File: src/rtl/onn_pkg.sv
// Shared ONN constants and the pattern loader state encoding.
package onn_pkg;

  localparam int unsigned ONN_ROWS    = 5;
  localparam int unsigned ONN_COLS    = 3;
  localparam int unsigned ONN_PHASE_W = 4;

  typedef enum logic [1:0] {
    ST_IDLE,
    ST_LOAD,
    ST_COMMIT,
    ST_READBACK
  } loader_state_e;

endpackage

File: src/rtl/onn_pixel_accum.sv
// MSB-first serial accumulator for one pixel phase; pulses o_pixel_ready
// (registered) the cycle after the last bit of a pixel is sampled.
module onn_pixel_accum
  import onn_pkg::*;
#(
  parameter int unsigned PHASE_W = ONN_PHASE_W
) (
  input  logic               i_clk,
  input  logic               i_rst_n,
  input  logic               i_clear,
  input  logic               i_bit_valid,
  input  logic               i_bit_in,
  output logic [PHASE_W-1:0] o_pixel,
  output logic               o_pixel_ready
);

  localparam int unsigned BC_W = (PHASE_W > 1) ? $clog2(PHASE_W) : 1;

  logic [PHASE_W-1:0] r_acc;
  logic [PHASE_W-1:0] r_pixel;
  logic [BC_W-1:0]    r_cnt;
  logic               r_ready;
  logic [PHASE_W-1:0] w_next;
  logic               w_last;

  assign w_next = (r_acc << 1) | PHASE_W'(i_bit_in);
  assign w_last = i_bit_valid && (r_cnt == BC_W'(PHASE_W - 1));

  always_ff @(posedge i_clk or negedge i_rst_n) begin
    if (!i_rst_n) begin
      r_acc   <= '0;
      r_pixel <= '0;
      r_cnt   <= '0;
      r_ready <= 1'b0;
    end else if (i_clear) begin
      r_acc   <= '0;
      r_cnt   <= '0;
      r_ready <= 1'b0;
    end else begin
      r_ready <= 1'b0;
      if (w_last) begin
        r_acc   <= '0;
        r_cnt   <= '0;
        r_pixel <= w_next;
        r_ready <= 1'b1;
      end else if (i_bit_valid) begin
        r_acc <= w_next;
        r_cnt <= r_cnt + 1'b1;
      end
    end
  end

  assign o_pixel       = r_pixel;
  assign o_pixel_ready = r_ready;

endmodule

File: src/rtl/onn_pattern_loader.sv
// Serial-to-parallel ONN pattern loader: shadow-buffered atomic commit to
// phi_out, frame abort on restart, and serial readback of the committed phases.
module onn_pattern_loader
  import onn_pkg::*;
#(
  parameter int unsigned ROWS    = ONN_ROWS,
  parameter int unsigned COLS    = ONN_COLS,
  parameter int unsigned PHASE_W = ONN_PHASE_W
) (
  input  logic                         clk,
  input  logic                         rst_n,
  input  logic                         start,
  input  logic                         bit_in,
  input  logic                         bit_valid,
  input  logic                         rb_req,
  output logic [ROWS*COLS*PHASE_W-1:0] phi_out,
  output logic                         load_done,
  output logic                         frame_err,
  output logic                         busy,
  output logic                         rb_bit,
  output logic                         rb_valid
);

  localparam int unsigned N     = ROWS * COLS;
  localparam int unsigned TOTAL = N * PHASE_W;
  localparam int unsigned CNT_W = $clog2(N * PHASE_W + 1);
  localparam int unsigned PIX_W = $clog2(N + 1);

  loader_state_e      r_state;
  loader_state_e      w_next_state;
  logic [CNT_W-1:0]   r_bit_cnt;
  logic [PIX_W-1:0]   r_pix_cnt;
  logic [CNT_W-1:0]   r_rb_cnt;
  logic [TOTAL-1:0]   r_shadow;
  logic [TOTAL-1:0]   r_phi;
  logic [TOTAL-1:0]   r_rb_sr;
  logic [TOTAL-1:0]   w_rb_img;
  logic               r_load_done;
  logic               r_frame_err;
  logic               w_abort;
  logic               w_clear;
  logic               w_accept;
  logic               w_rb_start;
  logic [PHASE_W-1:0] w_acc_pixel;
  logic               w_acc_ready;

  onn_pixel_accum #(
    .PHASE_W(PHASE_W)
  ) u_accum (
    .i_clk        (clk),
    .i_rst_n      (rst_n),
    .i_clear      (w_clear),
    .i_bit_valid  (w_accept),
    .i_bit_in     (bit_in),
    .o_pixel      (w_acc_pixel),
    .o_pixel_ready(w_acc_ready)
  );

  always_ff @(posedge clk or negedge rst_n) begin
    if (!rst_n) r_state <= ST_IDLE;
    else        r_state <= w_next_state;
  end

  // The accumulator registers its pixel, so LOAD spends one extra cycle with a
  // full bit count while the last pixel lands in the shadow buffer.
  always_comb begin
    w_next_state = r_state;
    w_abort      = 1'b0;
    w_clear      = 1'b0;
    w_accept     = 1'b0;
    w_rb_start   = 1'b0;
    case (r_state)
      ST_IDLE: begin
        if (start) begin
          w_next_state = ST_LOAD;
          w_clear      = 1'b1;
        end else if (rb_req) begin
          w_next_state = ST_READBACK;
          w_rb_start   = 1'b1;
        end
      end
      ST_LOAD: begin
        if (r_bit_cnt == CNT_W'(TOTAL)) begin
          w_next_state = ST_COMMIT;
        end else if (start) begin
          w_abort = 1'b1;
          w_clear = 1'b1;
        end else begin
          w_accept = bit_valid;
        end
      end
      ST_COMMIT: w_next_state = ST_IDLE;
      ST_READBACK: begin
        if (r_rb_cnt == CNT_W'(TOTAL - 1)) w_next_state = ST_IDLE;
      end
      default: w_next_state = ST_IDLE;
    endcase
  end

  // Neuron order reversed so neuron 0 sits at the top of the shift register.
  always_comb begin
    w_rb_img = '0;
    for (int unsigned k = 0; k < N; k++) begin
      w_rb_img[(N-1-k)*PHASE_W +: PHASE_W] = r_phi[k*PHASE_W +: PHASE_W];
    end
  end

  always_ff @(posedge clk or negedge rst_n) begin
    if (!rst_n) begin
      r_bit_cnt   <= '0;
      r_pix_cnt   <= '0;
      r_rb_cnt    <= '0;
      r_shadow    <= '0;
      r_phi       <= '0;
      r_rb_sr     <= '0;
      r_load_done <= 1'b0;
      r_frame_err <= 1'b0;
    end else begin
      r_load_done <= (r_state == ST_COMMIT);
      r_frame_err <= w_abort;

      if (w_clear) begin
        r_bit_cnt <= '0;
        r_pix_cnt <= '0;
      end else begin
        if (w_accept)    r_bit_cnt <= r_bit_cnt + 1'b1;
        if (w_acc_ready) r_pix_cnt <= r_pix_cnt + 1'b1;
      end

      if (w_acc_ready) begin
        for (int unsigned k = 0; k < N; k++) begin
          if (r_pix_cnt == PIX_W'(k)) r_shadow[k*PHASE_W +: PHASE_W] <= w_acc_pixel;
        end
      end

      if (r_state == ST_COMMIT) r_phi <= r_shadow;

      if (w_rb_start) begin
        r_rb_sr  <= w_rb_img;
        r_rb_cnt <= '0;
      end else if (r_state == ST_READBACK) begin
        r_rb_sr  <= r_rb_sr << 1;
        r_rb_cnt <= r_rb_cnt + 1'b1;
      end
    end
  end

  assign phi_out   = r_phi;
  assign load_done = r_load_done;
  assign frame_err = r_frame_err;
  assign busy      = (r_state != ST_IDLE);
  assign rb_valid  = (r_state == ST_READBACK);
  assign rb_bit    = rb_valid & r_rb_sr[TOTAL-1];

endmodule

File: config.mk
export PLATFORM = sky130hd
export DESIGN_NAME = onn_pattern_loader
export DESIGN_NICKNAME = d
export VERILOG_FILES = /design/src/rtl/onn_pkg.sv /design/src/rtl/onn_pixel_accum.sv /design/src/rtl/onn_pattern_loader.sv
export SDC_FILE = /design/constraint.sdc
export NUM_CORES = 1
export LEC_CHECK = 0
export ABC_AREA = 1
export CAP_MARGIN = 10
export CORE_MARGIN = 8
export CORE_UTILIZATION = 52
export CTS_CLUSTER_SIZE = 24
export DETAILED_ROUTE_END_ITERATION = 10
export PLACE_DENSITY = 0.76
export SLEW_MARGIN = 20
export SYNTH_ARGS = -nofsm -noshare
export SYNTH_HDL_FRONTEND = slang
export SYNTH_SLANG_ARGS = --single-unit
File: constraint.sdc
create_clock -name clk -period 1.3 [get_ports clk]
set_input_delay 0.13 -clock clk [delete_from_list [all_inputs] [get_ports clk]]
set_output_delay 0.13 -clock clk [all_outputs]
set_load 0.02 [all_outputs]
==> results.yml <==
outcome:
  status: "finished, violations left"
  violations: "negative setup slack"
detailed_routing:
  detail-route-antenna-nets: 0
  drt_pre_antenna_iters: 8
  drtIter0Drc: 979
  drcViolationCount: 0
  wl_met2_um: 17000
  wl_met3_um: 3760
  drt-met1-wl_um: 11900
  vias: 8327
  vias_per_cell: 6.32
  dr.max_layer_used: "met5"
  drt-total-wl_um: 35300
  avgRoutedWirePerCell_um: 26.8
placement:
  hpwlAfterDp_um: 12800
  place.gp.congestion: 0.775
  portBuffers: 70
  placedCellCount: 1207
yosys:
  netlist_area_um2: 8550
  yosysWarnings: 0
  synthXorXnorAreaFrac_pct: 0.615
  muxShareOfSynthArea_pct: 0
  synth_compound_area_share_pct: 11.3
  synthCells: 907
  yosysSeqAreaShare_pct: 61.5
  syn_avg_cell_area_um2: 9.43
  synth_top_family_by_area: "simple AND/OR/NAND/NOR gates"
  yosys.area_share.simple_pct: 18.0
  synth_cell_types: 27
  synthesis.nets: 921
  ys_seq_elements: 210
  synth-adder-area-share_pct: 1.17
power:
  p_sw_mw: 8.50
  p_per_area_nw_per_um2: 1840
  swShare_pct: 35.4
  combPwrFrac_pct: 40.3
  p_leak_nw: 6.43
  p_int_mw: 15.5
  vdd_ir_drop_max_mv: 1.17
  power_frac_clock_pct: 29.2
  seq_power_share_pct: 30.5
cts:
  path_clk_slew_ps: 70
  clockRootBuffer: "clkbuf_16"
  clk_latency_ps: 520
  clockBufferDepth: 3
  clock-sinks: 210
  cts.htree.levels: 1
  numCtsBuffers: 21
  cts_tree: "built"
critical_path:
  critPathLaunchType: "register"
  r2r_cells: 10
  critPathKind: "register to register"
  required_ps: 1640
  r2r_slack_ps: -350
  cp.arrival_ps: 1990
  critPathMaxFanout: 4
  cp-end-kind: "register"
final_layout:
  final_cell_mix: "202 x dfrtp_1, 191 x nand2_1, 95 x nand2_2"
  layout-drive-gt1-share_pct: 45.7
  instances_no_fill: 1318
  fillers: 820
  multi_input_area_um2: 4040
  syn_to_final_growth_pct: 52.4
  antenna_cells: 0
  layout_commonest_cell: "dfrtp_1"
  nNetsFinal: 1099
  seq_area_um2: 5270
grt:
  gr-total-overflow: 0
  grt_usage_pct: 22.3
  grt_first_pass_wirelength_um: 36900
  antenna_found_initial: 1
  grt_pass1_vias: 7180
  grt_max_degree: 48
timing:
  period_minus_slack_ps: 1650
  skew_ps: 25.9
  timing.final.crit_share_pct: 127
  fmax_ghz: 0.607
  finalSetupViolations: 216
  finalMaxSlewViolations: 0
  hold_viol_final: 0
  setup_ws_ps: -348
  slew_headroom_pct: 68.9
  hold_slack_ps: 153
  worst_pin_slew_ps: 466
  rsz0062_at_grt: "yes"
floorplan:
  coreArea_um2: 16300
  fp-row-count: 47
  initial_utilization_pct: 52.3
  io_pins: 71
  die_area_um2: 20800
  die_h_um: 144
  die-width_um: 144
worst_hold_path:
  holdCritPathClass: "input port to asynchronous set/reset pin"
run:
  maxCapViolations: 0
[stage by stage]
stage / setup TNS (ps) / setup slack [ps] / cell area [um2] / power (mW) / util, %
after floorplan: -110 / -27.1 / 8580 / 9.61 / -
after detailed placement: -11930 / -168 / 9840 / 11.0 / 60.2
after global routing: -34310 / -393 / 13000 / 24.4 / 79.7
after CTS: -9510 / -158 / 11100 / 19.5 / 67.9
after global placement: -8330 / -137 / 9840 / 10.9 / 60.2
final: -27500 / -348 / 13000 / 24.0 / 79.7
[worst paths after layout]
kind,from,to
setup / recovery,r_bit_cnt[0],r_bit_cnt[4]
hold reg to reg,r_shadow[34],phi_out[34]
hold / removal,rst_n,r_shadow[0]
setup reg to reg,r_bit_cnt[0],r_bit_cnt[4]
max in group asynchronous,rst_n,r_shadow[52]
min in group clk,bit_in,u_accum.o_pixel[0]
[critical path: stages, from the launching register on]
cell     delay, ps
dfrtp_1        400
inv_2          100
ha_4           160
nand2_2         50
nor2_2         110
nand3_2        100
nand2_4        130
buf_6          150
nand2_4         70
nand2_1         70
nand2_1        150
[logic make-up (layout without fill, tap and decap cells)]
family,count (synthesis),count (layout)
flip-flops,210,210
buffers and inverters,143,333
adder cells (fa/ha/maj),8,8
AND/OR/NAND/NOR,392,393
AO/OA/AOI/OAI,148,148
XOR/XNOR,6,6
[per-layer routing]
layer	GRT usage [%]	vias up
met3	3.37	232
li1	-	3310
met1	27.8	4135
met2	38.3	648
met4	8.82	2
met5	0	-
[state kept, by name (all words and copies together) (netlist names)]
signal,count
phi_out,60
r_rb_sr,60
r_shadow,60
r_bit_cnt,6
r_rb_cnt,6
r_pix_cnt,4
u_accum.o_pixel,4
u_accum.r_acc,3
r_state,2
u_accum.r_cnt,2
frame_err,1
load_done,1
u_accum.o_pixel_ready,1
[synthesized netlist by cell type, drive strengths merged]
cell type  instances  area [um2]
clkbuf            19        71.3
a21oi              4        20.0
o21bai             1        7.51
ha                 8         100
inv              106         398
nor2              27         106
nand4              6        37.5
nand3             19         100
o221ai            58         508
buf               18         168
nor3               3        15.0
a22oi              1        7.51
nand2            335        1260
o211ai             1        7.51
dfrtp            210        5260
xnor2              2        17.5
o31ai              1        7.51
xor2               4        35.0
nor3b              1        7.51
o21ai             82         410
and2               1        6.26
[power groups by stage]
stage	clock network, mW	logic [mW]	registers, mW
floorplan	0	2.31	7.30
finish	7.02	9.67	7.32
CTS	6.82	5.49	7.21
global route	7.23	9.86	7.34
detailed placement	0	3.72	7.31
global placement	0	3.60	7.29
[repair_timing]
action                                  CTS  global route
hold buffers                              1             0
endpoints found under the setup margin  210           222
endpoints found under the hold margin   210             0
gates cloned                              7            33
resized for setup                       340           384
buffers inserted                         20            21
pin swaps                                26            62
[cell type report]
type	instances	share of cell area, %
clock buffers	25	4.30
repair buffers	190	16.9
multi-input cells	555	31.0
well taps	220	2.11
flip-flops and latches	210	40.4
inverters	106	3.49
clock inverters	11	1.62
repair inverters	1	0.125
Power figures use the tool's default switching activity.
